`src/rtl/apb_regif_pkg.sv`:
```
// Shared types for the APB-to-regfile bridge: FSM states, error codes, clog2 helper.
// Pure declarations; no logic, no latency, no flow control.
package apb_regif_pkg;

  typedef enum logic [1:0] {
    IDLE = 2'd0,
    REQ  = 2'd1,
    RESP = 2'd2,
    ERR  = 2'd3
  } state_e;

  typedef enum logic [1:0] {
    ERR_NONE    = 2'd0,
    ERR_DECODE  = 2'd1,
    ERR_ALIGN   = 2'd2,
    ERR_TIMEOUT = 2'd3
  } err_e;

  function automatic int clog2(input int value);
    int r;
    r = 0;
    while ((1 << r) < value) begin
      r++;
    end
    return r;
  endfunction

endpackage

```
`src/rtl/apb_regif_bridge_if.sv`:
```
// APB completer bus plus the req/ack regfile side of the bridge, bundled.
// slave = bridge view, master = system/regfile view.
interface apb_regif_bridge_if #(
  parameter int ADDR_WIDTH = 32,
  parameter int DATA_WIDTH = 32,
  parameter int RANGE_AW   = 12
);
  logic [ADDR_WIDTH-1:0]   PADDR;
  logic                    PSEL;
  logic                    PENABLE;
  logic                    PWRITE;
  logic [DATA_WIDTH-1:0]   PWDATA;
  logic [DATA_WIDTH/8-1:0] PSTRB;
  logic [DATA_WIDTH-1:0]   PRDATA;
  logic                    PREADY;
  logic                    PSLVERR;

  logic                    reg_req;
  logic                    reg_we;
  logic [RANGE_AW-1:0]     reg_addr;
  logic [DATA_WIDTH-1:0]   reg_wdata;
  logic [DATA_WIDTH/8-1:0] reg_strb;
  logic                    reg_ack;
  logic [DATA_WIDTH-1:0]   reg_rdata;
  logic [1:0]              err_status;

  modport slave (
    input  PADDR, PSEL, PENABLE, PWRITE, PWDATA, PSTRB, reg_ack, reg_rdata,
    output PRDATA, PREADY, PSLVERR, reg_req, reg_we, reg_addr, reg_wdata, reg_strb, err_status
  );

  modport master (
    output PADDR, PSEL, PENABLE, PWRITE, PWDATA, PSTRB, reg_ack, reg_rdata,
    input  PRDATA, PREADY, PSLVERR, reg_req, reg_we, reg_addr, reg_wdata, reg_strb, err_status
  );
endinterface

```
`src/rtl/apb_regif_timer.sv`:
```
// Ack-wait counter: counts enabled cycles, saturates at LIMIT; expired is high in the
// cycle whose count reaches LIMIT. LIMIT=0 ties expired low and builds no counter.
module apb_regif_timer
  import apb_regif_pkg::*;
#(
  parameter int LIMIT = 16
) (
  input  logic clk,
  input  logic rst_n,
  input  logic clr,
  input  logic en,
  output logic expired
);

  if (LIMIT == 0) begin : g_off
    logic unused_tie;
    assign unused_tie = ^{clk, rst_n, clr, en};
    assign expired    = 1'b0;
  end else begin : g_cnt
    localparam int CW = clog2(LIMIT + 1);
    localparam logic [CW-1:0] LAST = CW'(LIMIT - 1);
    localparam logic [CW-1:0] TOP  = CW'(LIMIT);

    logic [CW-1:0] cnt_q, cnt_d;

    always_comb begin
      cnt_d = cnt_q;
      if (clr) begin
        cnt_d = '0;
      end else if (en && (cnt_q != TOP)) begin
        cnt_d = cnt_q + 1'b1;
      end
    end

    always_ff @(posedge clk or negedge rst_n) begin
      if (!rst_n) begin
        cnt_q <= '0;
      end else begin
        cnt_q <= cnt_d;
      end
    end

    // This cycle's increment is the one that lands on LIMIT.
    assign expired = en && (cnt_q == LAST);
  end

endmodule

```
`src/rtl/apb_regif_bridge.sv`:
```
// APB4 completer to req/ack regfile bridge with range/alignment checks and ack timeout.
// Min transfer SETUP + 2 access cycles; PREADY held low while the regfile withholds reg_ack.
module apb_regif_bridge
  import apb_regif_pkg::*;
#(
  parameter int                    ADDR_WIDTH     = 32,
  parameter int                    DATA_WIDTH     = 32,
  parameter logic [ADDR_WIDTH-1:0] BASE_ADDR      = '0,
  parameter int                    RANGE_AW       = 12,
  parameter int                    TIMEOUT_CYCLES = 16
) (
  input  logic                PCLK,
  input  logic                PRESETn,
  apb_regif_bridge_if.slave   bus
);

  localparam int SW      = DATA_WIDTH / 8;
  localparam int ALIGN_W = clog2(SW);
  localparam logic [RANGE_AW-1:0] ALIGN_MASK = RANGE_AW'((1 << ALIGN_W) - 1);

  state_e                state_q, state_d;
  logic [RANGE_AW-1:0]   addr_q, addr_d;
  logic                  we_q, we_d;
  logic [DATA_WIDTH-1:0] wdata_q, wdata_d;
  logic [SW-1:0]         strb_q, strb_d;
  logic [DATA_WIDTH-1:0] prdata_q, prdata_d;
  err_e                  err_q, err_d;

  logic setup;
  logic in_range;
  logic misalign;
  logic in_req;
  logic tmr_expired;

  assign setup    = bus.PSEL && !bus.PENABLE;
  // Window is aligned to its size, so the upper bits alone decide membership.
  assign in_range = (bus.PADDR >> RANGE_AW) == (BASE_ADDR >> RANGE_AW);
  assign misalign = (bus.PADDR[RANGE_AW-1:0] & ALIGN_MASK) != '0;
  assign in_req   = (state_q == REQ);

  apb_regif_timer #(
    .LIMIT (TIMEOUT_CYCLES)
  ) u_timer (
    .clk     (PCLK),
    .rst_n   (PRESETn),
    .clr     (!in_req),
    .en      (in_req),
    .expired (tmr_expired)
  );

  always_comb begin
    state_d  = state_q;
    addr_d   = addr_q;
    we_d     = we_q;
    wdata_d  = wdata_q;
    strb_d   = strb_q;
    prdata_d = '0;
    err_d    = err_q;
    case (state_q)
      IDLE: begin
        if (setup) begin
          addr_d  = bus.PADDR[RANGE_AW-1:0];
          we_d    = bus.PWRITE;
          wdata_d = bus.PWDATA;
          strb_d  = bus.PWRITE ? bus.PSTRB : '1;
          if (!in_range) begin
            state_d = ERR;
            err_d   = ERR_DECODE;
          end else if (misalign) begin
            state_d = ERR;
            err_d   = ERR_ALIGN;
          end else if (bus.PWRITE && (bus.PSTRB == '0)) begin
            state_d = RESP;
            err_d   = ERR_NONE;
          end else begin
            state_d = REQ;
          end
        end
      end
      REQ: begin
        // Abort beats ack, ack beats timeout.
        if (!bus.PSEL) begin
          state_d = IDLE;
        end else if (bus.reg_ack) begin
          state_d = RESP;
          err_d   = ERR_NONE;
          if (!we_q) begin
            prdata_d = bus.reg_rdata;
          end
        end else if (tmr_expired) begin
          state_d = ERR;
          err_d   = ERR_TIMEOUT;
        end
      end
      default: begin
        state_d = IDLE;
      end
    endcase
  end

  always_ff @(posedge PCLK or negedge PRESETn) begin
    if (!PRESETn) begin
      state_q  <= IDLE;
      addr_q   <= '0;
      we_q     <= 1'b0;
      wdata_q  <= '0;
      strb_q   <= '0;
      prdata_q <= '0;
      err_q    <= ERR_NONE;
    end else begin
      state_q  <= state_d;
      addr_q   <= addr_d;
      we_q     <= we_d;
      wdata_q  <= wdata_d;
      strb_q   <= strb_d;
      prdata_q <= prdata_d;
      err_q    <= err_d;
    end
  end

  assign bus.reg_req    = in_req;
  assign bus.reg_we     = in_req && we_q;
  assign bus.reg_addr   = addr_q;
  assign bus.reg_wdata  = wdata_q;
  assign bus.reg_strb   = strb_q;
  assign bus.PRDATA     = prdata_q;
  // A deselected master gets no completion, even from RESP/ERR.
  assign bus.PREADY     = ((state_q == RESP) || (state_q == ERR)) && bus.PSEL;
  assign bus.PSLVERR    = (state_q == ERR) && bus.PSEL;
  assign bus.err_status = err_q;

endmodule

```
`src/flat_wrapper.sv`:
```
// flat-port wrapper written by rule: the top's interface ports become plain ports
module apb_regif_bridge_flat import apb_regif_pkg::*;
#(
  parameter int                    ADDR_WIDTH     = 32,
  parameter int                    DATA_WIDTH     = 32,
  parameter logic [ADDR_WIDTH-1:0] BASE_ADDR      = '0,
  parameter int                    RANGE_AW       = 12,
  parameter int                    TIMEOUT_CYCLES = 16
)
  (PCLK, PRESETn, bus_PADDR, bus_PSEL, bus_PENABLE, bus_PWRITE, bus_PWDATA, bus_PSTRB, bus_reg_ack, bus_reg_rdata, bus_PRDATA, bus_PREADY, bus_PSLVERR, bus_reg_req, bus_reg_we, bus_reg_addr, bus_reg_wdata, bus_reg_strb, bus_err_status);
  apb_regif_bridge_if #(.ADDR_WIDTH(ADDR_WIDTH), .DATA_WIDTH(DATA_WIDTH), .RANGE_AW(RANGE_AW)) bus_i ();
  input  logic PCLK;
  input  logic PRESETn;
  input wire logic [$bits(bus_i.PADDR)-1:0] bus_PADDR;
  input wire logic [$bits(bus_i.PSEL)-1:0] bus_PSEL;
  input wire logic [$bits(bus_i.PENABLE)-1:0] bus_PENABLE;
  input wire logic [$bits(bus_i.PWRITE)-1:0] bus_PWRITE;
  input wire logic [$bits(bus_i.PWDATA)-1:0] bus_PWDATA;
  input wire logic [$bits(bus_i.PSTRB)-1:0] bus_PSTRB;
  input wire logic [$bits(bus_i.reg_ack)-1:0] bus_reg_ack;
  input wire logic [$bits(bus_i.reg_rdata)-1:0] bus_reg_rdata;
  output wire logic [$bits(bus_i.PRDATA)-1:0] bus_PRDATA;
  output wire logic [$bits(bus_i.PREADY)-1:0] bus_PREADY;
  output wire logic [$bits(bus_i.PSLVERR)-1:0] bus_PSLVERR;
  output wire logic [$bits(bus_i.reg_req)-1:0] bus_reg_req;
  output wire logic [$bits(bus_i.reg_we)-1:0] bus_reg_we;
  output wire logic [$bits(bus_i.reg_addr)-1:0] bus_reg_addr;
  output wire logic [$bits(bus_i.reg_wdata)-1:0] bus_reg_wdata;
  output wire logic [$bits(bus_i.reg_strb)-1:0] bus_reg_strb;
  output wire logic [$bits(bus_i.err_status)-1:0] bus_err_status;
  assign bus_i.PADDR = bus_PADDR;
  assign bus_i.PSEL = bus_PSEL;
  assign bus_i.PENABLE = bus_PENABLE;
  assign bus_i.PWRITE = bus_PWRITE;
  assign bus_i.PWDATA = bus_PWDATA;
  assign bus_i.PSTRB = bus_PSTRB;
  assign bus_i.reg_ack = bus_reg_ack;
  assign bus_i.reg_rdata = bus_reg_rdata;
  assign bus_PRDATA = bus_i.PRDATA;
  assign bus_PREADY = bus_i.PREADY;
  assign bus_PSLVERR = bus_i.PSLVERR;
  assign bus_reg_req = bus_i.reg_req;
  assign bus_reg_we = bus_i.reg_we;
  assign bus_reg_addr = bus_i.reg_addr;
  assign bus_reg_wdata = bus_i.reg_wdata;
  assign bus_reg_strb = bus_i.reg_strb;
  assign bus_err_status = bus_i.err_status;
  apb_regif_bridge #(.ADDR_WIDTH(ADDR_WIDTH), .DATA_WIDTH(DATA_WIDTH), .BASE_ADDR(BASE_ADDR), .RANGE_AW(RANGE_AW), .TIMEOUT_CYCLES(TIMEOUT_CYCLES)) u_core (.PCLK(PCLK), .PRESETn(PRESETn), .bus(bus_i));
endmodule
```
`config.mk`:
```
export PLATFORM = sky130hd
export DESIGN_NAME = apb_regif_bridge_flat
export DESIGN_NICKNAME = d
export VERILOG_FILES = /design/src/rtl/apb_regif_pkg.sv /design/src/rtl/apb_regif_bridge_if.sv /design/src/rtl/apb_regif_timer.sv /design/src/rtl/apb_regif_bridge.sv /design/src/flat_wrapper.sv
export SDC_FILE = /design/constraint.sdc
export NUM_CORES = 1
export LEC_CHECK = 0
export BUFFER_PORTS_ARGS = -buffer_cell sky130_fd_sc_hd__buf_2
export CORE_MARGIN = 2
export CORE_UTILIZATION = 47
export DETAILED_ROUTE_END_ITERATION = 7
export PLACE_DENSITY_LB_ADDON = 0.15
export SYNTH_ARGS = -nofsm -noshare
export SYNTH_HDL_FRONTEND = slang
export SYNTH_SLANG_ARGS = --single-unit
```
`constraint.sdc`:
```
create_clock -name PCLK -period 2.7 [get_ports PCLK]
set_input_delay 0.54 -clock PCLK [delete_from_list [all_inputs] [get_ports PCLK]]
set_output_delay 0.54 -clock PCLK [all_outputs]
set_load 0.01 [all_outputs]
```
==> results of run 1 <==
## worst max path at each step
stage / depth (start not counted) / endpoint
after detailed placement: 7 / u_core.bus.err_status[1]$_DFFE_PN0P_
after floorplan: 5 / u_core.bus.err_status[1]$_DFFE_PN0P_
final: 4 / bus_reg_we
after global placement: 7 / u_core.bus.err_status[1]$_DFFE_PN0P_
after global routing: 4 / bus_reg_we
after CTS: 4 / bus_reg_we
## cells in the mapped netlist, drive strengths merged
library cell	count
a31oi	3
dfrtp	90
and3	3
o21ai	2
and4b	1
inv	9
and2	34
nor4	6
a21oi	3
nor4b	2
a32oi	1
mux2i	1
nor2	8
nand2	2
or3	1
nand3	2
or2	1
nor3	4
ha	3
mux2	47
o32a	1
nand2b	2
xor2	1
buf	10
xnor2	2
o31a	1
## cells by family after synthesis
| group | after synthesis |
|---|---|
| AOI/OAI and AO/OA | 11 |
| xor gates and xnor gates | 3 |
| adders and majority gates | 3 |
| buffers and inverters | 19 |
| DFF | 90 |
| muxes | 48 |
| and+or+nand+nor | 66 |
## area by class of cell
type,count,area (µm²),area share (%)
Clock buffer,10,138,2.93
Clock inverter,5,78.8,1.68
Inverter,9,33.8,0.718
Multi-Input combinational cell,131,1070,22.9
Sequential cell,90,2250,47.9
Tap cell,99,124,2.63
Timing Repair Buffer,195,1000,21.3
## power groups by stage
stage / Sequential (mW) / Clock (mW) / Combinational [mW]
CTS: 1.66 / 1.02 / 0.705
global placement: 1.67 / 0 / 0.690
global route: 1.68 / 1.08 / 0.764
finish: 1.65 / 0.985 / 0.691
floorplan: 1.78 / 0 / 0.242
detailed placement: 1.68 / 0 / 0.704
## registers in the layout, summed over array words and instances, names as in the netlist
register,flops
u_core.bus.reg_addr,12
u_core.we_q,1
u_core.bus.err_status,2
u_core.bus.reg_wdata,32
u_core.state_q,2
u_core.bus.PRDATA,32
u_core.bus.reg_strb,4
u_core.u_timer.g_cnt.cnt_q,5
## layer usage
metal / GRT usage (%) / share of wire, % / vias to the layer above
met5: 0 / 0 / -
met4: 7.60 / 1.1 / 0
met3: 7.94 / 12 / 9
met2: 28.3 / 47 / 130
met1: 22.1 / 40 / 1187
li1: - / - / 1206
## metrics by stage
stage / total power, mW / setup WS (ns) / instance area (µm²) / instances
after global placement: 2.36 / 0.761 / 4490 / 524
after floorplan: 2.02 / 1.03 / 3400 / 240
final: 3.33 / 0.631 / 4700 / 539
after CTS: 3.38 / 0.605 / 4700 / 539
after detailed placement: 2.39 / 0.652 / 4490 / 524
after global routing: 3.53 / 0.526 / 4700 / 539
## worst register-to-register path, stage by stage, from the launching register on
cell and delay (ns):
dfrtp_1 0.43, nor4b_2 0.34, buf_4 0.41, a21oi_1 0.12, nor2_1 0.15, o31a_1 0.19
o32a_1 0.15
==> summary.txt, run 1 <==
Clock tree
  – # Post-CTS Setup Buffers: 0
  – CTS sink count: 90
  – Clock root buffer: clkbuf_8
  – Longest Clk Path Bufs: 2
  – Resize count post-CTS: 0
  – Number of CTS-inserted buffers: 9
  – Hold-fix buffers at CTS: 0
  – Worst skew pair latency: between 0.3 and 0.4 ns
  – H-tree depth: 3
  – CTS tree: built
  – Clock transition at path regs: approximately 0.090 ns

Route
  – First-pass detailed-route iteration total: 4
  – Starting DRC count in detailed routing: a little under 90
  – Final wirelength: roughly 7400 µm
  – Vias post-DR: 2532
  – Via density: about 4.7
  – Number of remaining DRC errors: 0
  – Remaining antenna violation count: 0
  – Routed WL per cell: roughly 14 µm

Worst setup path
  – Delay-heaviest family, CP: simple AND/OR/NAND/NOR gates
  – Kind of critical path: flip-flop to output port
  – CP Data Arrival Time: ~1.5 ns
  – Reg2reg start: u_core.state_q[0]$_DFFE_PN0P_
  – Buf/Inv on CP: 2
  – FF-to-FF setup slack: 0.86 ns
  – RR Endpoint: u_core.bus.err_status[1]$_DFFE_PN0P_
  – Critical Path Start: u_core.state_q[1]$_DFFE_PN0P_
  – Critical Path RT: 2.16 ns
  – Max incr delay on CP: 0.43 ns
  – CP cell instances: nand2b_1 -> inv_2 -> and2_1 -> buf_2
  – R2R depth: 6
  – Setup crit end kind: output port
  – Setup crit start kind: flip-flop
  – CP Max Fanout: 10
  – Crit-path slowest cell: dfrtp_1

Power and ir drop
  – Internal Dissipation: roughly 2.5 mW
  – Flop pwr share: approximately 50%
  – LEAKAGE: between 2 and 3 nW
  – Clk pwr share: around 30%
  – PwrDens: about 710 mW/mm²
  – Max VDD drop: ~0.35 mV
  – Sw Share: a little over a quarter
  – NetSw: between 800 and 900 µW
  – Logic pwr share: between 20% and 30%

Synth
  – Adder-cell area share of the yosys netlist: 1.10%
  – Syn. warnings: 0
  – Top-area cell type share of the netlist area: around two thirds
  – Post-synthesis simple-gate area fraction: a little under an eighth
  – Top post-synthesis cells by area: dfrtp_1 66%, mux2_2 16%, and2_1 6.2%, buf_2 1.5%, ha_1 1.1%
  – Average cell area after synthesis: between 10 and 15 µm²
  – Distinct cells, synth: 29
  – Synthesized instance count: 240
  – Cell taking the most area after synthesis: dfrtp_1
  – Synth Area in Compound Gates: roughly 2.1%
  – Mapped Area: approximately 0.0034 mm²
  – Synthesized net count: between 300 and 400
  – Synth Area in XOR/XNOR: less than 1%
  – Multiplexer share of the synthesized area: between 10% and 20%
  – Flops & latches, synth: 90
  – Main combinational cell family by area after synthesis: multiplexers
  – Post-synthesis sequential area ratio: 66.2%

Timing
  – Final hold vios: 0
  – Fin. max-slew vios: 0
  – Final Cycle Share: 76.6%
  – Worst relative slew slack: 62.9%
  – Fmax: 483 MHz
  – Worst hold margin: between 0.1 and 0.15 ns
  – Clock skew: roughly 0.0090 ns
  – Clock period minus worst slack: between 2 and 2.5 ns
  – Final setup vio count: 0
  – Setup_tns: 0 ns
  – RSZ-0062 raised after global routing: false
  – Worst slew pin tran: 0.552 ns

Die
  – Core area: between 0.007 and 0.008 mm²
  – Die X: approximately 89 µm
  – Number of I/O pins: ~190
  – Die ar.: just under 0.008 mm²
  – Row Count: 31
  – Starting Density: 47.7%
  – DIE HEIGHT: just under 90 µm

Cells and area
  – Fillers: 613
  – Commonest non-fill, non-tap cell in the layout: buf_2
  – Synth-to-layout area growth: 38.1%
  – Net count, final: about 550
  – Layout cell share with drive strength beyond 1: roughly three fifths
  – # diodes: 0
  – Fin util: about two thirds
  – Commonest cells after routing, fill and taps aside: 190 x buf_2, 90 x dfrtp_1, 47 x mux2_2

Placed design
  – Port buffer count: 191
  – Routability cong.: 0.751
  – DP HPWL: approximately 5700 µm

GRT
  – Antenna violations before repair: 0
  – Largest net degree at the start of global routing: between 50 and 60
  – GRT Util Overall: 18.1%
  – GR Overflow Total: 0
  – Global-route wire length before repair: about 11000 µm
  – Vias in the first global route: around 2400

Status
  – Status: complete, no violations

Hold path
  – Class of the worst hold path: input port to asynchronous set/reset pin

Flow run
  – Max capacitance violation total: 0
No activity file was read; power rests on OpenSTA's default activity.
==> inputs of run 2 (changes only) <==
--- a/config.mk
+++ b/config.mk
@@ -7,7 +7,7 @@
 export LEC_CHECK = 0
 export BUFFER_PORTS_ARGS = -buffer_cell sky130_fd_sc_hd__buf_2
 export CORE_MARGIN = 2
-export CORE_UTILIZATION = 47
+export CORE_UTILIZATION = 44
 export DETAILED_ROUTE_END_ITERATION = 7
 export PLACE_DENSITY_LB_ADDON = 0.15
 export SYNTH_ARGS = -nofsm -noshare
==> constraint.sdc (replaced) <==
create_clock -name PCLK -period 2.09 [get_ports PCLK]
set_input_delay 0.418 -clock PCLK [delete_from_list [all_inputs] [get_ports PCLK]]
set_output_delay 0.418 -clock PCLK [all_outputs]
set_load 0.01 [all_outputs]
==> summary.txt, run 2 (synthesis results as in run 1) <==
Status
  – Status: complete, no violations

Timing
  – Fmax: 512 MHz
  – Worst hold margin: 0.0397 ns (-0.105 ns)
  – Fin. max-slew vios: 0 (unchanged)
  – Clock skew: 0.00888 ns (-0.000166 ns)
  – Worst slew pin tran: 0.541 ns (-0.0106 ns)
  – RSZ-0062 raised after global routing: false
  – Final Cycle Share: 93.4%
  – Final setup vio count: 0 (unchanged)
  – Setup_tns: 0 ns (unchanged)
  – Clock period minus worst slack: between 1.5 and 2 ns
  – Final hold vios: 0 (unchanged)
  – Worst relative slew slack: 63.6% (+0.71 points)

Worst setup path
  – Setup crit start kind: flip-flop
  – Setup crit end kind: output port
  – CP Data Arrival Time: 1.53 ns (about the same)
  – CP Max Fanout: 10 (unchanged)
  – R2R depth: 6 (unchanged)
  – Kind of critical path: flip-flop to output port
  – Critical Path RT: 1.67 ns (-0.49 ns)

Clock tree
  – CTS tree: built
  – Worst skew pair latency: 0.34 ns (about the same)
  – H-tree depth: 3 (unchanged)
  – CTS sink count: 90 (unchanged)
  – Hold-fix buffers at CTS: 0 (unchanged)
  – # Post-CTS Setup Buffers: 0 (unchanged)
  – Clock root buffer: clkbuf_8
  – Longest Clk Path Bufs: 2 (unchanged)
  – Clock transition at path regs: 0.08 ns (about the same)
  – Number of CTS-inserted buffers: 9 (unchanged)
  – Resize count post-CTS: 0 (unchanged)

GRT
  – GR Overflow Total: 0 (unchanged)
  – GRT Util Overall: 17.6% (-0.54 points)
  – Largest net degree at the start of global routing: 47 (-15%)
  – Vias in the first global route: 2559 (+8.3%)
  – Global-route wire length before repair: 11700 µm (+7.4%)
  – Antenna violations before repair: 0 (unchanged)

Cells and area
  – Synth-to-layout area growth: 38.8%
  – Commonest cells after routing, fill and taps aside: 190 x buf_2, 90 x dfrtp_1, 47 x mux2_2
  – Fin util: 62.1% (-3.7 points)
  – Layout cell share with drive strength beyond 1: 59.2% (-0.13 points)
  – Commonest non-fill, non-tap cell in the layout: buf_2
  – # diodes: 0 (unchanged)
  – Final std cells w/o fill: 543 (+0.74%)
  – Net count, final: 546 (+0.18%)

Power and ir drop
  – Sw Share: 26.1% (-0.044 points)
  – Flop pwr share: 49.5% (-0.2 points)
  – PwrDens: 912 mW/mm² (+29%)
  – NetSw: 1.12 mW (+29%)
  – LEAKAGE: 2.50 nW (about the same)
  – Logic pwr share: 20.9% (+0.2 points)
  – Internal Dissipation: 3.19 mW (+30%)
  – Clk pwr share: 29.7% (about the same)
  – Max VDD drop: 0.478 mV (+36%)

Route
  – Routed WL per cell: 13.5 µm (-2.0%)
  – Number of remaining DRC errors: 0 (unchanged)
  – Vias post-DR: 2533 (+0.039%)
  – Via density: 4.66 (-0.70%)
  – First-pass detailed-route iteration total: 4 (unchanged)
  – Starting DRC count in detailed routing: 96 (+9.1%)
  – Remaining antenna violation count: 0 (unchanged)
  – Final wirelength: 7320 µm (-1.3%)

Hold path
  – Class of the worst hold path: input port to asynchronous set/reset pin

Placed design
  – DP HPWL: 5560 µm (-1.7%)
  – Port buffer count: 191 (unchanged)
  – Routability cong.: 0.757 (+0.72%)
  – Number of placed instances, taps included: 528 (+0.76%)

Die
  – DIE HEIGHT: 92.0 µm (+3.2%)
  – Number of I/O pins: 192 (unchanged)
  – Core area: 0.00761 mm² (+6.6%)
  – Die X: 92.0 µm (+3.2%)
  – Row Count: 32 (+3.2%)
  – Starting Density: 44.8% (-3.0 points)
  – Die ar.: 0.00846 mm² (+6.5%)

Flow run
  – Max capacitance violation total: 0 (unchanged)
[run 2: power groups by stage]
| stage | clock network [mW] | registers, mW | logic [mW] |
|---|---|---|---|
| 2_1_floorplan | 0 | 2.30 | 0.313 |
| 6_report | 1.28 | 2.13 | 0.899 |
| 3_5_place_dp | 0 | 2.17 | 0.916 |
| 5_1_grt | 1.40 | 2.17 | 0.980 |
| 3_3_place_gp | 0 | 2.16 | 0.894 |
| 4_1_cts | 1.32 | 2.14 | 0.917 |
[run 2: per-stage QoR]
step / instance area [µm²] / worst slack, ns / power [mW]
after global placement: 4510 / 0.358 / 3.05
after CTS: 4730 / 0.125 / 4.37
after detailed placement: 4510 / 0.307 / 3.09
final: 4730 / 0.137 / 4.31
after global routing: 4730 / 0.0592 / 4.56
after floorplan: 3400 / 0.521 / 2.61
[run 2: metal layers]
layer / global-route usage [%] / wire (µm) / vias up
li1: - / - / 1208
met1: 22.1 / 3020 / 1186
met2: 27.5 / 3310 / 130
met3: 7.07 / 905 / 9
met4: 6.72 / 85 / 0
met5: 0 / 0 / -
[run 2: final cells by class]
type                    instances  area, µm²
fillers                       642       2880
clock buffers                  11        141
multi-input cells             131       1070
well taps                     102        128
clock inverters                 4       76.3
inverters                       9       33.8
repair buffers                196       1020
flip-flops and latches         90       2250
[run 2: path summary, 6_finish.rpt]
kind,slack (ns),from,end
worst max-delay path,0.14,u_core.state_q[1]$_DFFE_PN0P_,bus_reg_we
worst min-delay path,0.04,PRESETn,u_core.bus.reg_addr[9]$_DFFE_PN0P_
worst max register to register,0.35,u_core.state_q[0]$_DFFE_PN0P_,u_core.bus.err_status[1]$_DFFE_PN0P_
worst min register to register,0.51,u_core.bus.reg_wdata[30]$_DFFE_PN0P_,u_core.bus.reg_wdata[30]$_DFFE_PN0P_
max in group asynchronous,1.46,PRESETn,u_core.bus.PRDATA[11]$_DFF_PN0_
min in group PCLK,0.27,bus_reg_rdata[9],u_core.bus.PRDATA[9]$_DFF_PN0_
[run 2: critical path, stage by stage, from the launching register on]
cell      delay (ns)
dfrtp_1         0.43
nand2b_1        0.38
inv_2           0.09
and2_1          0.17
buf_2           0.14
==> inputs of run 3 (changes only) <==
--- a/config.mk
+++ b/config.mk
@@ -12,4 +12,5 @@
 export PLACE_DENSITY_LB_ADDON = 0.15
 export SYNTH_ARGS = -nofsm -noshare
 export SYNTH_HDL_FRONTEND = slang
+export SYNTH_HIERARCHICAL = 1
 export SYNTH_SLANG_ARGS = --single-unit
==> summary.txt, run 3 <==
Status
  – Status: complete, no violations

GRT
  – GRT Util Overall: 17.7% (+0.11 points)
  – GR Overflow Total: 0 (unchanged)
  – Global-route wire length before repair: 11800 µm (+0.71%)
  – Largest net degree at the start of global routing: 48 (+2.1%)
  – Vias in the first global route: 2608 (+1.9%)
  – Antenna violations before repair: 0 (unchanged)

Clock tree
  – Resize count post-CTS: 0 (unchanged)
  – Longest Clk Path Bufs: 2 (unchanged)
  – Hold-fix buffers at CTS: 1 (+1)
  – Worst skew pair latency: 0.34 ns (about the same)
  – # Post-CTS Setup Buffers: 0 (unchanged)
  – CTS sink count: 90 (unchanged)
  – Number of CTS-inserted buffers: 9 (unchanged)
  – Clock transition at path regs: 0.09 ns (about the same)
  – H-tree depth: 3 (unchanged)
  – CTS tree: built
  – Clock root buffer: clkbuf_8

Worst setup path
  – Setup crit start kind: flip-flop
  – Setup crit end kind: output port
  – Critical Path RT: 1.67 ns (about the same)
  – Kind of critical path: flip-flop to output port
  – Delay-heaviest family, CP: simple AND/OR/NAND/NOR gates
  – Max incr delay on CP: 0.46 ns (+0.03 ns)
  – Buf/Inv on CP: 1 (-1)
  – CP Data Arrival Time: 1.43 ns (-0.10 ns)
  – CP cell instances: and2b_4 -> and2_1 -> buf_2
  – Crit-path slowest cell: dfrtp_1
  – CP Max Fanout: 11 (+1)

Placed design
  – Routability cong.: 0.876 (+16%)
  – DP HPWL: 5740 µm (+3.3%)
  – Number of placed instances, taps included: 535 (+1.3%)
  – Port buffer count: 191 (unchanged)

Route
  – Starting DRC count in detailed routing: 77 (-20%)
  – Vias post-DR: 2600 (+2.6%)
  – Final wirelength: 7480 µm (+2.2%)
  – First-pass detailed-route iteration total: 4 (unchanged)
  – Number of remaining DRC errors: 0 (unchanged)
  – Routed WL per cell: 13.5 µm (+0.56%)
  – Via density: 4.71 (+0.97%)
  – Remaining antenna violation count: 0 (unchanged)

Synth
  – Multiplexer share of the synthesized area: 15.1% (-0.74 points)
  – Synth Area in XOR/XNOR: 0.253% (-0.52 points)
  – Top-area cell type share of the netlist area: 65.2% (-0.98 points)
  – Post-synthesis simple-gate area fraction: 11.8% (+0.23 points)
  – Post-synthesis async set-or-reset flop share: 100% (unchanged)
  – Distinct cells, synth: 36 (+24%)
  – Top-count cell post-synth: dfrtp_1
  – Adder-cell area share of the yosys netlist: 1.09% (-0.016 points)
  – Syn. warnings: 6 (+6)
  – Post-synth top cells: 90 x dfrtp_1, 45 x mux2_2, 35 x and2_1
  – Mapped Area: 0.00346 mm² (+1.5%)
  – Cell taking the most area after synthesis: dfrtp_1
  – Post-synthesis sequential area ratio: 65.2% (-0.98 points)
  – Average cell area after synthesis: 14.1 µm² (-0.56%)
  – Synth Flop Type: dfrtp_1
  – Post-synth EDFFs: 0 (unchanged)
  – Flops & latches, synth: 90 (unchanged)
  – Synthesized instance count: 245 (+2.1%)
  – Synth Area in Compound Gates: 3.91% (+1.8 points)
  – Top post-synthesis cells by area: dfrtp_1 65%, mux2_2 15%, and2_1 6.3%, nor2_1 1.2%, ha_1 1.1%
  – Synthesized net count: 354 (+1.4%)
  – Main combinational cell family by area after synthesis: multiplexers

Timing
  – Clock skew: 0.00835 ns (-0.000531 ns)
  – Final Cycle Share: 88.5% (-4.9 points)
  – RSZ-0062 raised after global routing: false
  – Worst relative slew slack: 77.4% (+14 points)
  – Fin. max-slew vios: 0 (unchanged)
  – Fmax: 541 MHz (+5.6%)
  – Clock period minus worst slack: 1.85 ns (-0.103 ns)
  – Final hold vios: 0 (unchanged)
  – Setup_tns: 0 ns (unchanged)
  – Final setup vio count: 0 (unchanged)
  – Worst slew pin tran: 0.338 ns (-0.203 ns)

Cells and area
  – Commonest cells after routing, fill and taps aside: 190 x buf_2, 90 x dfrtp_1, 45 x mux2_2
  – Net count, final: 554 (+1.5%)
  – Multi-input logic area: 0.00112 mm² (+4.2%)
  – Register area: 0.00225 mm² (unchanged)
  – Layout cell share with drive strength beyond 1: 58.9% (-0.29 points)
  – # diodes: 0 (unchanged)
  – Fillers: 658 (+2.5%)
  – Commonest non-fill, non-tap cell in the layout: buf_2
  – Final std cells w/o fill: 552 (+1.7%)
  – Synth-to-layout area growth: 39.1%

Power and ir drop
  – LEAKAGE: 2.55 nW (+2.0%)
  – PwrDens: 936 mW/mm² (+2.6%)
  – Max VDD drop: 0.387 mV (-19%)

Die
  – Die ar.: 0.00858 mm² (+1.4%)
  – Core area: 0.00769 mm² (+1.1%)
  – Starting Density: 45.0% (+0.20 points)
  – Number of I/O pins: 192 (unchanged)
  – Row Count: 32 (unchanged)
  – Die X: 92.6 µm (+0.72%)
  – DIE HEIGHT: 92.6 µm (+0.72%)

Hold path
  – Class of the worst hold path: input port to flip-flop

Flow run
  – Max capacitance violation total: 0 (unchanged)
-- run 3: changes by cell type after synthesis, sizes merged, moves of 2 or more --
| cell | previous run | this run |
|---|---|---|
| nand2b | 2 | 0 |
| inv | 9 | 11 |
| nor4 | 6 | 4 |
| a21oi | 3 | 1 |
| nand4 | 0 | 2 |
| nor2 | 8 | 11 |
| a31oi | 3 | 5 |
| xnor2 | 2 | 0 |
| clkbuf | 0 | 3 |
| a211oi | 0 | 2 |
| buf | 10 | 6 |
-- run 3: cell type report --
class	instances	area share, %
Inverter	11	0.859
Clock buffer	9	2.58
Timing Repair Buffer	198	21.3
Multi-Input combinational cell	135	23.3
Clock inverter	7	2.45
Sequential cell	90	46.8
Tap cell	102	2.65
-- run 3: path summary, 6_finish.rpt --
kind	to	slack (ns)	start	cells past startpoint
max	bus_reg_we	0.24	u_core/state_q[1]$_DFFE_PN0P_	3
min	u_core/bus.PRDATA[24]$_DFF_PN0_	0.28	bus_reg_rdata[24]	2
max reg2reg	u_core/bus.err_status[1]$_DFFE_PN0P_	0.25	u_core/u_timer/g_cnt.cnt_q[0]$_DFFE_PN0P_	8
min in group asynchronous	u_core/bus.reg_wdata[8]$_DFFE_PN0P_	0.50	PRESETn	2
max in group asynchronous	u_core/bus.reg_strb[0]$_DFFE_PN0P_	0.98	PRESETn	3
min reg2reg	u_core/bus.err_status[1]$_DFFE_PN0P_	0.50	u_core/bus.err_status[1]$_DFFE_PN0P_	1
-- run 3: cells by family (layout without fill, tap and decap cells) --
family                   Yosys count  count (layout)
AO/OA/AOI/OAI                     17              17
XOR/XNOR                           1               1
adder cells (fa/ha/maj)            3               3
buffers and inverters             20             225
flip-flops                        90              90
multiplexers                      46              46
AND/OR/NAND/NOR                   68              68
-- run 3: metrics by stage --
step	setup slack [ns]	util [%]	instance area (µm²)	hold WS [ns]	total power [mW]
after floorplan	0.372	-	3460	0.122	2.69
after global placement	0.325	59.3	4560	0.318	3.15
after detailed placement	0.275	59.3	4560	0.318	3.18
after CTS	0.226	62.5	4810	0.258	4.57
after global routing	0.174	62.5	4810	0.255	4.76
final	0.241	62.5	4810	0.276	4.50
-- run 3: metal layers --
layer | track usage (%) | routed length [µm] | up-vias
met4 | 8.70 | 232 | 0
met5 | 0 | 0 | -
met1 | 21.1 | 2960 | 1214
met2 | 28.4 | 3510 | 132
li1 | - | - | 1235
met3 | 6.51 | 769 | 19
-- run 3: where the power goes --
part           switching [mW]  internal [mW]  total [mW]  leakage (nW)
clock network           0.580          0.791        1.37         0.111
logic                   0.459          0.513       0.972          1.30
registers               0.132           2.03        2.16          1.14
total                    1.17           3.33        4.50          2.55
